### config.mk
export PLATFORM = sky130hd
export DESIGN_NAME = sng_decoder
export DESIGN_NICKNAME = d
export VERILOG_FILES = /design/src/rtl/sng_decoder.sv
export SDC_FILE = /design/constraint.sdc
export NUM_CORES = 1
export LEC_CHECK = 0
export ABC_CLOCK_PERIOD_IN_PS = 5600
export CAP_MARGIN = 20
export CORE_MARGIN = 10
export CORE_UTILIZATION = 46
export CTS_CLUSTER_DIAMETER = 100
export DETAILED_ROUTE_END_ITERATION = 10
export PLACE_DENSITY = 0.82
export SKIP_LAST_GASP = 1
export SYNTH_ARGS = -nofsm -noshare
export SYNTH_HDL_FRONTEND = slang
export SYNTH_SLANG_ARGS = --single-unit
### constraint.sdc
create_clock -name clk -period 5.6 [get_ports clk]
set_clock_uncertainty 0.1 [all_clocks]
set_input_delay 1.12 -clock clk [delete_from_list [all_inputs] [get_ports clk]]
set_output_delay 1.12 -clock clk [all_outputs]
set_load 0.02 [all_outputs]
### src/rtl/sng_decoder.sv
// Stochastic-to-binary decoder: counts the ones of a unipolar bitstream CHUNK bits per cycle
// and re-quantizes the count to a signed QUANT-bit value. Optional Weyl phase check: SNG_DEC_PHASE_CHK_EN.
module sng_decoder #(
  parameter int BITSTREAM = 64,
  parameter int QUANT     = 8,
  parameter int CHUNK     = 16,
  parameter int BASE      = 2,
  parameter int STRIDE    = 17
) (
  input  logic                 clk,
  input  logic                 rst,
  input  logic [BITSTREAM-1:0] s_bitstream,
  input  logic                 s_valid,
  output logic                 s_ready,
  input  logic                 s_last,
  output logic [QUANT-1:0]     m_data,
  output logic                 m_valid,
  input  logic                 m_ready,
  output logic                 m_last,
  output logic                 m_err
);
  localparam int NCH   = BITSTREAM / CHUNK;
  localparam int LOG2B = $clog2(BITSTREAM);
  localparam int AW    = LOG2B + 1;
  localparam int CW    = (NCH > 1) ? $clog2(NCH) : 1;
  localparam int UW    = QUANT + AW;

  if ((STRIDE % 2) == 0 || (BITSTREAM % CHUNK) != 0 || BASE < 0 || (1 << QUANT) < BITSTREAM) begin : g_bad_cfg
    $error("sng_decoder: illegal parameter combination");
  end

  typedef enum logic [1:0] {IDLE, COUNT, CHK, OUT} state_t;

  state_t                r_state, w_state_nxt;
  logic [BITSTREAM-1:0]  r_bits;
  logic                  r_last;
  logic [AW-1:0]         r_acc, w_sum;
  logic [CW-1:0]         r_c;
  logic [CHUNK-1:0]      w_chunk;
  logic                  w_last_chunk;

  function automatic logic [AW-1:0] popcnt(input logic [CHUNK-1:0] v);
    logic [AW-1:0] n;
    n = '0;
    for (int i = 0; i < CHUNK; i++) n = n + AW'(v[i]);
    return n;
  endfunction

  // Round-to-nearest rescale of 0..BITSTREAM onto 0..2^QUANT-1, then shift to signed by flipping the MSB.
  function automatic logic [QUANT-1:0] conv(input logic [AW-1:0] s);
    logic [UW-1:0] u;
    u = (({{QUANT{1'b0}}, s} << QUANT) + UW'(BITSTREAM / 2)) >> LOG2B;
    if (u > UW'((1 << QUANT) - 1)) u = UW'((1 << QUANT) - 1);
    return {~u[QUANT-1], u[QUANT-2:0]};
  endfunction

  assign w_chunk      = r_bits[r_c*CHUNK +: CHUNK];
  assign w_sum        = r_acc + popcnt(w_chunk);
  assign w_last_chunk = (r_c == CW'(NCH - 1));

`ifdef SNG_DEC_PHASE_CHK_EN
  logic [1:0]           r_phase, r_p;
  logic [BITSTREAM-1:0] w_mask;

  // Reference Weyl pattern for the final count; odd stride makes the positions distinct.
  always_comb begin
    w_mask = '0;
    for (int j = 0; j < BITSTREAM; j++)
      if (j < int'(r_acc)) w_mask[LOG2B'(BASE + int'(r_p) + j * STRIDE)] = 1'b1;
  end
`else
  assign m_err = 1'b0;
`endif

  always_ff @(posedge clk) begin
    if (rst) r_state <= IDLE;
    else     r_state <= w_state_nxt;
  end

  always_comb begin
    w_state_nxt = r_state;
    s_ready     = 1'b0;
    case (r_state)
      IDLE: begin
        s_ready = 1'b1;
        if (s_valid) w_state_nxt = COUNT;
      end
`ifdef SNG_DEC_PHASE_CHK_EN
      COUNT: if (w_last_chunk) w_state_nxt = CHK;
      CHK:   w_state_nxt = OUT;
`else
      COUNT: if (w_last_chunk) w_state_nxt = OUT;
`endif
      OUT:     if (m_ready) w_state_nxt = IDLE;
      default: w_state_nxt = IDLE;
    endcase
  end

  always_ff @(posedge clk) begin
    if (rst) begin
      r_bits  <= '0;
      r_last  <= 1'b0;
      r_acc   <= '0;
      r_c     <= '0;
      m_data  <= '0;
      m_valid <= 1'b0;
      m_last  <= 1'b0;
`ifdef SNG_DEC_PHASE_CHK_EN
      m_err   <= 1'b0;
      r_phase <= 2'd0;
      r_p     <= 2'd0;
`endif
    end else begin
      case (r_state)
        IDLE: if (s_valid) begin
          r_bits  <= s_bitstream;
          r_last  <= s_last;
          r_acc   <= '0;
          r_c     <= '0;
`ifdef SNG_DEC_PHASE_CHK_EN
          r_p     <= r_phase;
          r_phase <= s_last ? 2'd0 : r_phase + 2'd1;
`endif
        end
        COUNT: begin
          r_acc <= w_sum;
          r_c   <= w_last_chunk ? '0 : r_c + CW'(1);
`ifndef SNG_DEC_PHASE_CHK_EN
          if (w_last_chunk) begin
            m_data  <= conv(w_sum);
            m_last  <= r_last;
            m_valid <= 1'b1;
          end
`endif
        end
`ifdef SNG_DEC_PHASE_CHK_EN
        CHK: begin
          m_data  <= conv(r_acc);
          m_last  <= r_last;
          m_err   <= (w_mask != r_bits);
          m_valid <= 1'b1;
        end
`endif
        OUT: if (m_ready) m_valid <= 1'b0;
        default: ;
      endcase
    end
  end
endmodule
==> parameters.txt <==
Parameter                              Value

Run status
  Status    complete, no violations

Synth
  Synthesized-area fraction occupied by ao, oa, aoi and oai cells    around 14%
  Xor/xnor share of the synthesized area    0.2177%
  Count leader, synth    nand2_1
  Syn_area_per_cell    8.651 um2
  Synth top area cells    dfxtp_1, nand2_1, a21oi_1
  Yosys warns    0
  Proportion of synthesized area in mux cells    under 10%
  Async set-or-reset flop fraction in the synthesized netlist    0%
  Fraction of the mapped netlist area in adder cells    8.771%
  Post-synthesis simple-gate area fraction    18.66%
  Number of storage elements in the synthesis netlist    85
  Number of synthesized flops with an enable pin    0
  Mapped Area    4023 um2
  Sequential-to-total area share from yosys stat    42.30%
  Yosys cell types    41
  Leading cell types by count after synthesis    nand2_1, dfxtp_1, a21oi_1
  Dominant combinational cell family by area after synthesis    simple AND/OR/NAND/NOR gates
  Yosys top cell area share    42.30%
  Post-Syn Instances    465
  Synth Net Count    555
  Flip-flop cell with the highest count after synthesis    dfxtp_1
  Cell type with the largest total area after synthesis    dfxtp_1

Clocking
  Clock Tree Buf Depth    2
  Post-CTS Resized    0
  TritonCTS Buffers    9
  TritonCTS Sinks    85
  Total number of H-tree levels    3
  Root cell of the clock tree    clkbuf_8
  Clock insertion delay at the later pin of the skew report    0.36 ns
  CTS tree    built
  Clk pin slew, worst setup/hold paths    ~0.08 ns
  Hold buffer count at CTS    0
  Post-CTS setup buffer count    0

Die
  Number of cell rows    34
  Die footprint    12,890 um2
  Floorplan core area    8636 um2
  Starting density of the core    46.58%
  Die span in y    between 100 and 150 um
  I/O pins    81
  Chip Width    113.5 um

Layout
  Count of placed standard cells in the final layout, fillers left out    ~640
  Layout area overhead    27.03%
  Antenna cells    0
  # nets final    a little over 600
  Number of fillers in the final layout    733
  Share of cells above drive strength 1    9.434%
  Final core utilization    59.17%

Setup path
  Critical path fanouts, max    9
  Worst reg2reg setup slack    between 0.2 and 0.25 ns
  Required time at the worst-slack endpoint    a little under 6 ns
  Worst setup path category    reg2reg
  Kind of capture point of the worst setup path    flop
  Critical path startpoint category    flop
  Arr. time, crit path    5.54 ns

Power
  Worst vdd rail ir drop    ~0.00016 V
  Pwr/cell area    326.5 nW/um2
  Leakage power    0.001931 uW
  Final Power    roughly 1700 uW

Flow run
  Max_cap viols    0

Placement
  Placer's final routability congestion estimate    approximately 0.85
  Buffers on Ports    79
  Count of placed standard cells including taps    between 600 and 700
  DP HPWL    7.041 mm

Global routing
  First-pass GRT wire length    15.46 mm
  Maximum number of pins on one net before global-route repair    86
  Number of global-route vias before repair    about 3.3k
  GRT Util Overall    14.62%
  Initial antenna violation count    0
  Remaining Overflow, GRT    0

STA
  Unrepaired setup endpoints after global routing    no
  Endpoints failing setup    0
  Final Hold Vio Count    0
  Worst slew slack as a fraction of its limit    40.43%
  Minimum clock period    5.363 ns
  Setup TNS    0 ns
  Final period util    95.76%
  Max Transition Viols Final    0
  Achievable Freq    0.1865 GHz
  Pin slew with the least headroom to its limit    0.8936 ns

Detailed routing
  Number of design rule violations left after detail routing    0
  Overall via count from detail_route    3,345
  Starting DRC count in detailed routing    155
  Detailed-route wire length    roughly 9.7 mm
  Average wire length per cell after detail routing    around 15 um
  Total iterations of the first detailed-routing run    5
  Detail Route Antenna Nets    0
  Drt via density    5.243

Hold path
  Type of the worst min-delay path    reg2reg
cell families after synthesis:
logic type | Yosys count
AOI/OAI and AO/OA | 99
xor gates and xnor gates | 1
adders and majority gates | 21
buffers and inverters | 59
DFF | 85
muxes | 17
other | 1
and+or+nand+nor | 182
per-layer routing:
metal  part of all wire, %  GRT usage (%)  wire length, um
met2                    48          22.41             4678
met1                    44          18.70             4282
met5                     0              0                0
met4                   2.4          7.530              235
met3                   5.7          3.570              552
area by class of cell:
cell class	count	area, um2	share of cell area, %
inverters	24	90.09	1.763
repair buffers	86	858.3	16.80
flip-flops and latches	85	1702	33.30
clock inverters	5	125.1	2.449
clock buffers	9	123.9	2.424
multi-input cells	321	2076	40.62
well taps	108	135.1	2.644
flip-flops by register name, indices dropped and copies added (netlist names):
register / count
r_bits: 64
m_last: 1
m_valid: 1
r_last: 1
r_acc: 7
r_c: 2
r_state: 2
m_data: 7
cell usage in the layout (no fill, tap or decap), drive strengths merged, types with 9 or more instances in the layout:
cell type,n
nand2,135
dfxtp,85
clkdlybuf4s50,78
a21oi,73
inv,24
nor2,24
mux4,16
fa,12
ha,9
clkbuf,9
path summary, 6_finish.rpt:
check                                             start                       to  cells after the start
worst min-delay path            r_bits[31]$_SDFFE_PP0P_  r_bits[31]$_SDFFE_PP0P_                      2
worst max-delay path                r_c[0]$_SDFFE_PP0P_   m_data[5]$_SDFFE_PP0P_                     14
worst max register to register      r_c[0]$_SDFFE_PP0P_   m_data[5]$_SDFFE_PP0P_                     14
worst min register to register  r_bits[31]$_SDFFE_PP0P_  r_bits[31]$_SDFFE_PP0P_                      2
worst max-delay path: stages, from the launching register on:
cell and delay, ns:
dfxtp_1 0.37, buf_6 0.17, mux4_2 0.53, fa_1 0.57, fa_1 0.44, fa_1 0.54
inv_1 0.05, fa_1 0.50, fa_1 0.49, fa_1 0.43, nor2b_2 0.17, o2111ai_2 0.16
and4b_1 0.26, or2_4 0.30, a211oi_2 0.22
power by group:
part | leakage [uW] | internal (uW) | switching [uW] | total [uW]
Combinational | 0.00111 | 209 | 243 | 452
Sequential | 0.000696 | 646 | 24.7 | 670
Clock | 0.000125 | 336 | 210 | 546
Total | 0.00193 | 1190 | 478 | 1670
per-stage QoR:
stage	instance area [um2]	hold WS (ns)	setup WS, ns
global placement	4825	0.3417	0.2075
CTS	5074	0.3593	0.08500
floorplan	4023	0.3331	0.04111
global route	5110	0.3765	0.001975
detailed placement	4825	0.3474	0.1240
finish	5110	0.3578	0.2374
Note: power is estimated with default switching activity, not from simulation.
